[config.mk]
export PLATFORM = sky130hd
export DESIGN_NAME = hazard_scheduler_flat
export DESIGN_NICKNAME = d
export VERILOG_FILES = /design/src/rtl/hazard_pkg.sv /design/src/rtl/hazard_scheduler_if.sv /design/src/rtl/hazard_match.sv /design/src/rtl/hazard_scheduler.sv /design/src/flat_wrapper.sv
export SDC_FILE = /design/constraint.sdc
export NUM_CORES = 1
export LEC_CHECK = 0
export CORE_AREA = 2 2 52 54
export DETAILED_ROUTE_END_ITERATION = 6
export DIE_AREA = 0 0 54 56
export PLACE_DENSITY = 0.87
export SETUP_SLACK_MARGIN = 0.05
export SYNTH_ARGS = -nofsm -noshare
export SYNTH_HDL_FRONTEND = slang
export SYNTH_HIERARCHICAL = 1
export SYNTH_SLANG_ARGS = --single-unit
[constraint.sdc]
create_clock -name Clk -period 1.8 [get_ports Clk]
set_input_delay 0.18 -clock Clk [delete_from_list [all_inputs] [get_ports Clk]]
set_output_delay 0.18 -clock Clk [all_outputs]
set_load 0.02 [all_outputs]
[src/rtl/hazard_pkg.sv]
// Shared types and constants for the decode-stage hazard scheduler.
// A shadow slot mirrors one in-flight register write: valid, destination, is-load.
package hazard_pkg;

    localparam int SLOT_DST_W = 5;

    typedef struct packed {
        logic                  v;
        logic [SLOT_DST_W-1:0] dst;
        logic                  ld;
    } shadow_slot_t;

    localparam logic [1:0] SLOT_EX  = 2'd0;
    localparam logic [1:0] SLOT_MEM = 2'd1;
    localparam logic [1:0] SLOT_WB  = 2'd2;

    localparam logic [SLOT_DST_W-1:0] REG_ZERO = '0;

    // Register 0 is hardwired, so a write to it can never be a producer.
    function automatic logic slot_match(input shadow_slot_t s, input logic [SLOT_DST_W-1:0] r);
        return s.v && (s.dst == r) && (r != REG_ZERO);
    endfunction

endpackage

[src/rtl/hazard_scheduler_if.sv]
// Decode-side bundle between the ID stage and the hazard scheduler.
// HAZARD_STATS_EN adds the stall/flush statistics outputs.
interface hazard_scheduler_if #(parameter int REG_ADDR_W = 5);

    logic                  freeze;
    logic                  id_valid;
    logic [REG_ADDR_W-1:0] id_rs;
    logic [REG_ADDR_W-1:0] id_rt;
    logic                  id_use_rs;
    logic                  id_use_rt;
    logic                  id_early_use;
    logic                  id_redirect;
    logic                  id_reg_write;
    logic                  id_mem_read;
    logic [REG_ADDR_W-1:0] id_dst;

    logic                  pc_write;
    logic                  ifid_write;
    logic                  ifid_flush;
    logic                  idex_write;
    logic                  idex_bubble;
    logic                  stall;

`ifdef HAZARD_STATS_EN
    logic [31:0]           stall_cnt;
    logic [31:0]           flush_cnt;
    logic [1:0]            max_stall_run;
`endif

    modport master (
        output freeze, id_valid, id_rs, id_rt, id_use_rs, id_use_rt, id_early_use,
        output id_redirect, id_reg_write, id_mem_read, id_dst,
        input  pc_write, ifid_write, ifid_flush, idex_write, idex_bubble, stall
`ifdef HAZARD_STATS_EN
        , input stall_cnt, flush_cnt, max_stall_run
`endif
    );

    modport slave (
        input  freeze, id_valid, id_rs, id_rt, id_use_rs, id_use_rt, id_early_use,
        input  id_redirect, id_reg_write, id_mem_read, id_dst,
        output pc_write, ifid_write, ifid_flush, idex_write, idex_bubble, stall
`ifdef HAZARD_STATS_EN
        , output stall_cnt, flush_cnt, max_stall_run
`endif
    );

endinterface

[src/rtl/hazard_match.sv]
// Per-source hazard detector: does one ID operand depend on an in-flight write
// that cannot yet be delivered to the stage that consumes it?
module hazard_match
    import hazard_pkg::*;
#(
    parameter bit EX_FORWARD = 1'b1,
    parameter bit WB_BYPASS  = 1'b1
) (
    input  shadow_slot_t          i_slot_ex,
    input  shadow_slot_t          i_slot_mem,
    input  shadow_slot_t          i_slot_wb,
    input  logic [SLOT_DST_W-1:0] i_r,
    input  logic                  i_use,
    input  logic                  i_early_use,
    output logic                  o_hz
);

    logic w_m_ex;
    logic w_m_mem;
    logic w_m_wb;
    logic w_unused;

    // Load flags of MEM/WB never matter: their data is already forwardable.
    assign w_unused = &{1'b0, i_slot_mem.ld, i_slot_wb.ld};

    // ID-stage consumers see no forwarding; EX-stage consumers only miss a load still in EX.
    always_comb begin
        w_m_ex  = slot_match(i_slot_ex, i_r);
        w_m_mem = slot_match(i_slot_mem, i_r);
        w_m_wb  = slot_match(i_slot_wb, i_r);
        o_hz    = 1'b0;
        if (i_use) begin
            if (i_early_use || !EX_FORWARD) begin
                o_hz = w_m_ex | w_m_mem | (!WB_BYPASS && w_m_wb);
            end else begin
                o_hz = (w_m_ex & i_slot_ex.ld) | (!WB_BYPASS && w_m_wb);
            end
        end
    end

endmodule

[src/rtl/hazard_scheduler.sv]
// Decode-stage hazard scheduler: tracks in-flight writes in a shadow EX/MEM/WB
// pipeline and drives the PC, IF/ID and ID/EX enables, flush and bubble.
// Optional macro HAZARD_STATS_EN adds saturating stall/flush statistics.
module hazard_scheduler
    import hazard_pkg::*;
#(
    parameter int REG_ADDR_W = SLOT_DST_W,
    parameter bit EX_FORWARD = 1'b1,
    parameter bit WB_BYPASS  = 1'b1
) (
    input logic                Clk,
    input logic                Reset,
    hazard_scheduler_if.slave  bus
);

    shadow_slot_t          r_slot [3];
    shadow_slot_t          w_ex_next;
    logic [REG_ADDR_W-1:0] w_rs;
    logic [REG_ADDR_W-1:0] w_rt;
    logic                  w_use_rs;
    logic                  w_use_rt;
    logic                  w_hz_rs;
    logic                  w_hz_rt;
    logic                  w_stall;
    logic                  w_pc_write;
    logic                  w_ifid_write;
    logic                  w_ifid_flush;
    logic                  w_idex_write;
    logic                  w_idex_bubble;

    assign w_rs     = bus.id_rs;
    assign w_rt     = bus.id_rt;
    assign w_use_rs = bus.id_valid & bus.id_use_rs;
    assign w_use_rt = bus.id_valid & bus.id_use_rt;

    hazard_match #(.EX_FORWARD(EX_FORWARD), .WB_BYPASS(WB_BYPASS)) u_match_rs (
        .i_slot_ex   (r_slot[SLOT_EX]),
        .i_slot_mem  (r_slot[SLOT_MEM]),
        .i_slot_wb   (r_slot[SLOT_WB]),
        .i_r         (w_rs),
        .i_use       (w_use_rs),
        .i_early_use (bus.id_early_use),
        .o_hz        (w_hz_rs)
    );

    hazard_match #(.EX_FORWARD(EX_FORWARD), .WB_BYPASS(WB_BYPASS)) u_match_rt (
        .i_slot_ex   (r_slot[SLOT_EX]),
        .i_slot_mem  (r_slot[SLOT_MEM]),
        .i_slot_wb   (r_slot[SLOT_WB]),
        .i_r         (w_rt),
        .i_use       (w_use_rt),
        .i_early_use (bus.id_early_use),
        .o_hz        (w_hz_rt)
    );

    assign w_stall = w_hz_rs | w_hz_rt;

    // What ID hands to EX next edge; a stalled instruction becomes a bubble. A jal's $31 write
    // survives a redirect because only IF/ID is flushed.
    always_comb begin
        w_ex_next.v   = bus.id_valid & bus.id_reg_write & (bus.id_dst != REG_ZERO) & ~w_stall;
        w_ex_next.dst = bus.id_dst;
        w_ex_next.ld  = bus.id_mem_read;
    end

    // Shadow pipeline advances with the real pipeline and holds under freeze.
    always_ff @(posedge Clk or posedge Reset) begin
        if (Reset) begin
            for (int i = 0; i < 3; i++) begin
                r_slot[i] <= '0;
            end
        end else if (!bus.freeze) begin
            r_slot[SLOT_WB]  <= r_slot[SLOT_MEM];
            r_slot[SLOT_MEM] <= r_slot[SLOT_EX];
            r_slot[SLOT_EX]  <= w_ex_next;
        end
    end

    // Freeze beats stall beats redirect; a redirect seen while stalled is re-resolved later.
    always_comb begin
        w_pc_write    = 1'b1;
        w_ifid_write  = 1'b1;
        w_idex_write  = 1'b1;
        w_ifid_flush  = 1'b0;
        w_idex_bubble = 1'b0;
        if (bus.freeze) begin
            w_pc_write   = 1'b0;
            w_ifid_write = 1'b0;
            w_idex_write = 1'b0;
        end else if (w_stall) begin
            w_pc_write    = 1'b0;
            w_ifid_write  = 1'b0;
            w_idex_bubble = 1'b1;
        end else begin
            w_ifid_flush = bus.id_valid & bus.id_redirect;
        end
    end

    assign bus.pc_write    = w_pc_write;
    assign bus.ifid_write  = w_ifid_write;
    assign bus.ifid_flush  = w_ifid_flush;
    assign bus.idex_write  = w_idex_write;
    assign bus.idex_bubble = w_idex_bubble;
    assign bus.stall       = w_stall;

`ifdef HAZARD_STATS_EN
    logic [31:0] r_stall_cnt;
    logic [31:0] r_flush_cnt;
    logic [1:0]  r_run;
    logic [1:0]  r_max_run;
    logic [1:0]  w_run_inc;

    assign w_run_inc = (r_run == 2'd3) ? 2'd3 : r_run + 2'd1;

    // Saturating statistics; a frozen cycle neither extends nor breaks a stall run.
    always_ff @(posedge Clk or posedge Reset) begin
        if (Reset) begin
            r_stall_cnt <= '0;
            r_flush_cnt <= '0;
            r_run       <= '0;
            r_max_run   <= '0;
        end else begin
            if (w_stall && !bus.freeze && (r_stall_cnt != '1)) begin
                r_stall_cnt <= r_stall_cnt + 32'd1;
            end
            if (w_ifid_flush && (r_flush_cnt != '1)) begin
                r_flush_cnt <= r_flush_cnt + 32'd1;
            end
            if (!bus.freeze) begin
                if (w_stall) begin
                    r_run <= w_run_inc;
                    if (w_run_inc > r_max_run) begin
                        r_max_run <= w_run_inc;
                    end
                end else begin
                    r_run <= '0;
                end
            end
        end
    end

    assign bus.stall_cnt     = r_stall_cnt;
    assign bus.flush_cnt     = r_flush_cnt;
    assign bus.max_stall_run = r_max_run;
`endif

endmodule
[src/flat_wrapper.sv]
// flat-port wrapper written by rule: the top's interface ports become plain ports
module hazard_scheduler_flat import hazard_pkg::*;
#(
    parameter int REG_ADDR_W = SLOT_DST_W,
    parameter bit EX_FORWARD = 1'b1,
    parameter bit WB_BYPASS  = 1'b1
)
  (Clk, Reset, bus_freeze, bus_id_valid, bus_id_rs, bus_id_rt, bus_id_use_rs, bus_id_use_rt, bus_id_early_use, bus_id_redirect, bus_id_reg_write, bus_id_mem_read, bus_id_dst, bus_pc_write, bus_ifid_write, bus_ifid_flush, bus_idex_write, bus_idex_bubble, bus_stall);
  hazard_scheduler_if #(.REG_ADDR_W(REG_ADDR_W)) bus_i ();
  input logic Clk;
  input logic Reset;
  input wire logic [$bits(bus_i.freeze)-1:0] bus_freeze;
  input wire logic [$bits(bus_i.id_valid)-1:0] bus_id_valid;
  input wire logic [$bits(bus_i.id_rs)-1:0] bus_id_rs;
  input wire logic [$bits(bus_i.id_rt)-1:0] bus_id_rt;
  input wire logic [$bits(bus_i.id_use_rs)-1:0] bus_id_use_rs;
  input wire logic [$bits(bus_i.id_use_rt)-1:0] bus_id_use_rt;
  input wire logic [$bits(bus_i.id_early_use)-1:0] bus_id_early_use;
  input wire logic [$bits(bus_i.id_redirect)-1:0] bus_id_redirect;
  input wire logic [$bits(bus_i.id_reg_write)-1:0] bus_id_reg_write;
  input wire logic [$bits(bus_i.id_mem_read)-1:0] bus_id_mem_read;
  input wire logic [$bits(bus_i.id_dst)-1:0] bus_id_dst;
  output wire logic [$bits(bus_i.pc_write)-1:0] bus_pc_write;
  output wire logic [$bits(bus_i.ifid_write)-1:0] bus_ifid_write;
  output wire logic [$bits(bus_i.ifid_flush)-1:0] bus_ifid_flush;
  output wire logic [$bits(bus_i.idex_write)-1:0] bus_idex_write;
  output wire logic [$bits(bus_i.idex_bubble)-1:0] bus_idex_bubble;
  output wire logic [$bits(bus_i.stall)-1:0] bus_stall;
  assign bus_i.freeze = bus_freeze;
  assign bus_i.id_valid = bus_id_valid;
  assign bus_i.id_rs = bus_id_rs;
  assign bus_i.id_rt = bus_id_rt;
  assign bus_i.id_use_rs = bus_id_use_rs;
  assign bus_i.id_use_rt = bus_id_use_rt;
  assign bus_i.id_early_use = bus_id_early_use;
  assign bus_i.id_redirect = bus_id_redirect;
  assign bus_i.id_reg_write = bus_id_reg_write;
  assign bus_i.id_mem_read = bus_id_mem_read;
  assign bus_i.id_dst = bus_id_dst;
  assign bus_pc_write = bus_i.pc_write;
  assign bus_ifid_write = bus_i.ifid_write;
  assign bus_ifid_flush = bus_i.ifid_flush;
  assign bus_idex_write = bus_i.idex_write;
  assign bus_idex_bubble = bus_i.idex_bubble;
  assign bus_stall = bus_i.stall;
  hazard_scheduler #(.REG_ADDR_W(REG_ADDR_W), .EX_FORWARD(EX_FORWARD), .WB_BYPASS(WB_BYPASS)) u_core (.Clk(Clk), .Reset(Reset), .bus(bus_i));
endmodule
==> results.yml <==
clocking:
  numCtsBuffers: 3
  cts.path.max_buffers: 2
  cts_hold_buf: 0
  clkSlewWorstSetupHoldPaths_ns: 0.08
  cts_tree: "yes"
  clock_tree.htree_level_count: 1
  clk-insertion-delay-late_ns: 0.28
  cts_root_buf: "clkbuf_4"
  cts_sinks: 13
routing:
  drtIter0Drc: 14
  wl_met2_um: 1238
  route.met3.wl_um: 178
  wl_met1_um: 902
  highest_layer: "met4"
  vias: 798
  drc: 0
  wl_per_cell_um: 16.01
  routed_wl_um: 2450
  dr.pass1.iters: 6
  avgViaCountPerCell: 5.216
  drt.antenna.violating_nets: 0
die:
  ios: 31
  core_um2: 2432
  initial_core_util_pct: 33.54
  die-area_um2: 3024
  dieWidth_um: 54
  die_y_um: 56
  num_rows: 18
flow_run:
  cap_violations: 0
final_layout:
  largest_reg_flops: 13
  postLayoutCoreUtil_pct: 55.92
  layout-drive-gt1-share_pct: 38.21
  syn2layout_area_growth_pct: 66.72
  fin_cells: 153
  fillerInstances: 204
  nets: 149
  antenna_cells: 0
  final_cell_mix: "buf_4, clkdlybuf4s50_1, xor2_1"
  reg_top3: "u_core/r_slot: 13 flops"
  final_area_um2: 1360
  largest_register: "u_core/r_slot"
  final_common_cell: "buf_4"
global_routing:
  grt_pass1_vias: 826
  antenna_found_initial: 0
  grt_max_degree: 14
  gr-total-overflow: 0
  grt_pass1_wl_um: 3588
  grt_usage_pct: 16.68
sta:
  worst_slew_pin_slew_ns: 0.5004
  clock_skew_ns: 0.003133
  rsz0062_at_grt: "yes"
  setup_violations: 6
  finalHoldViolations: 0
  post-route-period-util_pct: 121.3
  min_period_ns: 2.183
  hold_slack_ns: 0.2226
  slew_viol_final: 0
  setup_ws_ns: -0.3832
  fmax_mhz: 458.1
  maxSlewHeadroom_pct: 66.60
placed_design:
  port_buffers: 30
  place_congestion: 0.7931
  place_area_um2: 1256
  dpl.cell_count: 147
  dp_hpwl_um: 1766
critical_path:
  cpLargestDelayFamily: "simple AND/OR/NAND/NOR gates"
  cp_max_fo: 3
  critPathRequiredTime_ns: 1.62
  path_class: "reg -> out"
  critPathLaunchType: "flop"
  cp-end-kind: "output port"
  rrSetupSlack_ns: -0.07
  path_buf_inv: 1
  slowest_delay_ns: 0.43
  cp_slowest_cell: "dfrtp_1"
  crit_path_cell_trace: "xor2_1, nor4_2, nand4_1, a21oi_4, nor3_4, and3_4, buf_6"
  cp.arrival_ns: 2.00
outcome:
  violations: "setup timing"
  status: "finished, violations left"
yosys:
  syn-num-nets: 101
  syn_area_per_cell_um2: 10.73
  yosysWarnings: 6
  syn_inst: 76
  synth_area_um2: 815.8
min_path:
  min_path_type: "in -> async"
power:
  internal_power_mw: 0.5694
  seqPwrFrac_pct: 45.1
  leakage_nw: 0.5915
  vdd_ir_drop_max_mv: 0.3102
  power_switching_share_pct: 30.33
  pwr-share-clk_pct: 22.3
  power_frac_comb_pct: 32.6
  power.density_nw_per_um2: 600.9
  power.switching_mw: 0.2479
routing by layer:
| layer | vias up | track usage [%] |
|---|---|---|
| met4 | 0 | 10.71 |
| met5 | - | 0 |
| li1 | 367 | - |
| met3 | 13 | 3.226 |
| met1 | 383 | 16.95 |
| met2 | 35 | 29.44 |
final timing paths:
| kind | end | depth (start not counted) | start |
|---|---|---|---|
| worst max-delay path | bus_ifid_flush | 7 | u_core/r_slot[9]$_DFFE_PP0N_ |
| worst min-delay path | u_core/r_slot[15]$_DFFE_PP0N_ | 2 | Reset |
| worst max register to register | u_core/r_slot[20]$_DFFE_PP0N_ | 8 | u_core/r_slot[12]$_DFFE_PP0N_ |
| worst min register to register | u_core/r_slot[13]$_DFFE_PP0N_ | 1 | u_core/r_slot[13]$_DFFE_PP0N_ |
| max in group asynchronous | u_core/r_slot[8]$_DFFE_PP0N_ | 2 | Reset |
| min in group Clk | u_core/r_slot[20]$_DFFE_PP0N_ | 3 | bus_id_reg_write |
power groups by stage:
stage               sequential, mW  combinational, mW  clock, mW
floorplan                    0.362              0.119          0
global placement             0.369              0.234          0
detailed placement           0.372              0.242          0
CTS                          0.367              0.248      0.188
global route                 0.373              0.285      0.199
finish                       0.369              0.266      0.182
area by class of cell:
cell class | instances | area (um^2) | area share (%)
multi-input cells | 56 | 538.0 | 39.56
repair buffers | 47 | 421.7 | 31.00
flip-flops and latches | 13 | 325.3 | 23.92
well taps | 30 | 37.54 | 2.760
clock buffers | 4 | 26.28 | 1.932
inverters | 3 | 11.26 | 0.8280
stage by stage:
stage,setup TNS [ns],setup WS (ns),power [mW]
finish,-1.688,-0.3832,0.8173
detailed placement,-4.080,-0.8233,0.6145
global placement,-3.840,-0.7788,0.6027
CTS,-1.162,-0.2985,0.8026
floorplan,0,0.04710,0.4812
global route,-2.070,-0.4701,0.8575
timing repair:
action	4_1_cts	5_1_grt
setup endpoints to repair	6	7
setup buffers	2	1
pin swaps	13	11
gates cloned	0	0
gates resized for setup	38	8
(Power assumes the default switching activity.)
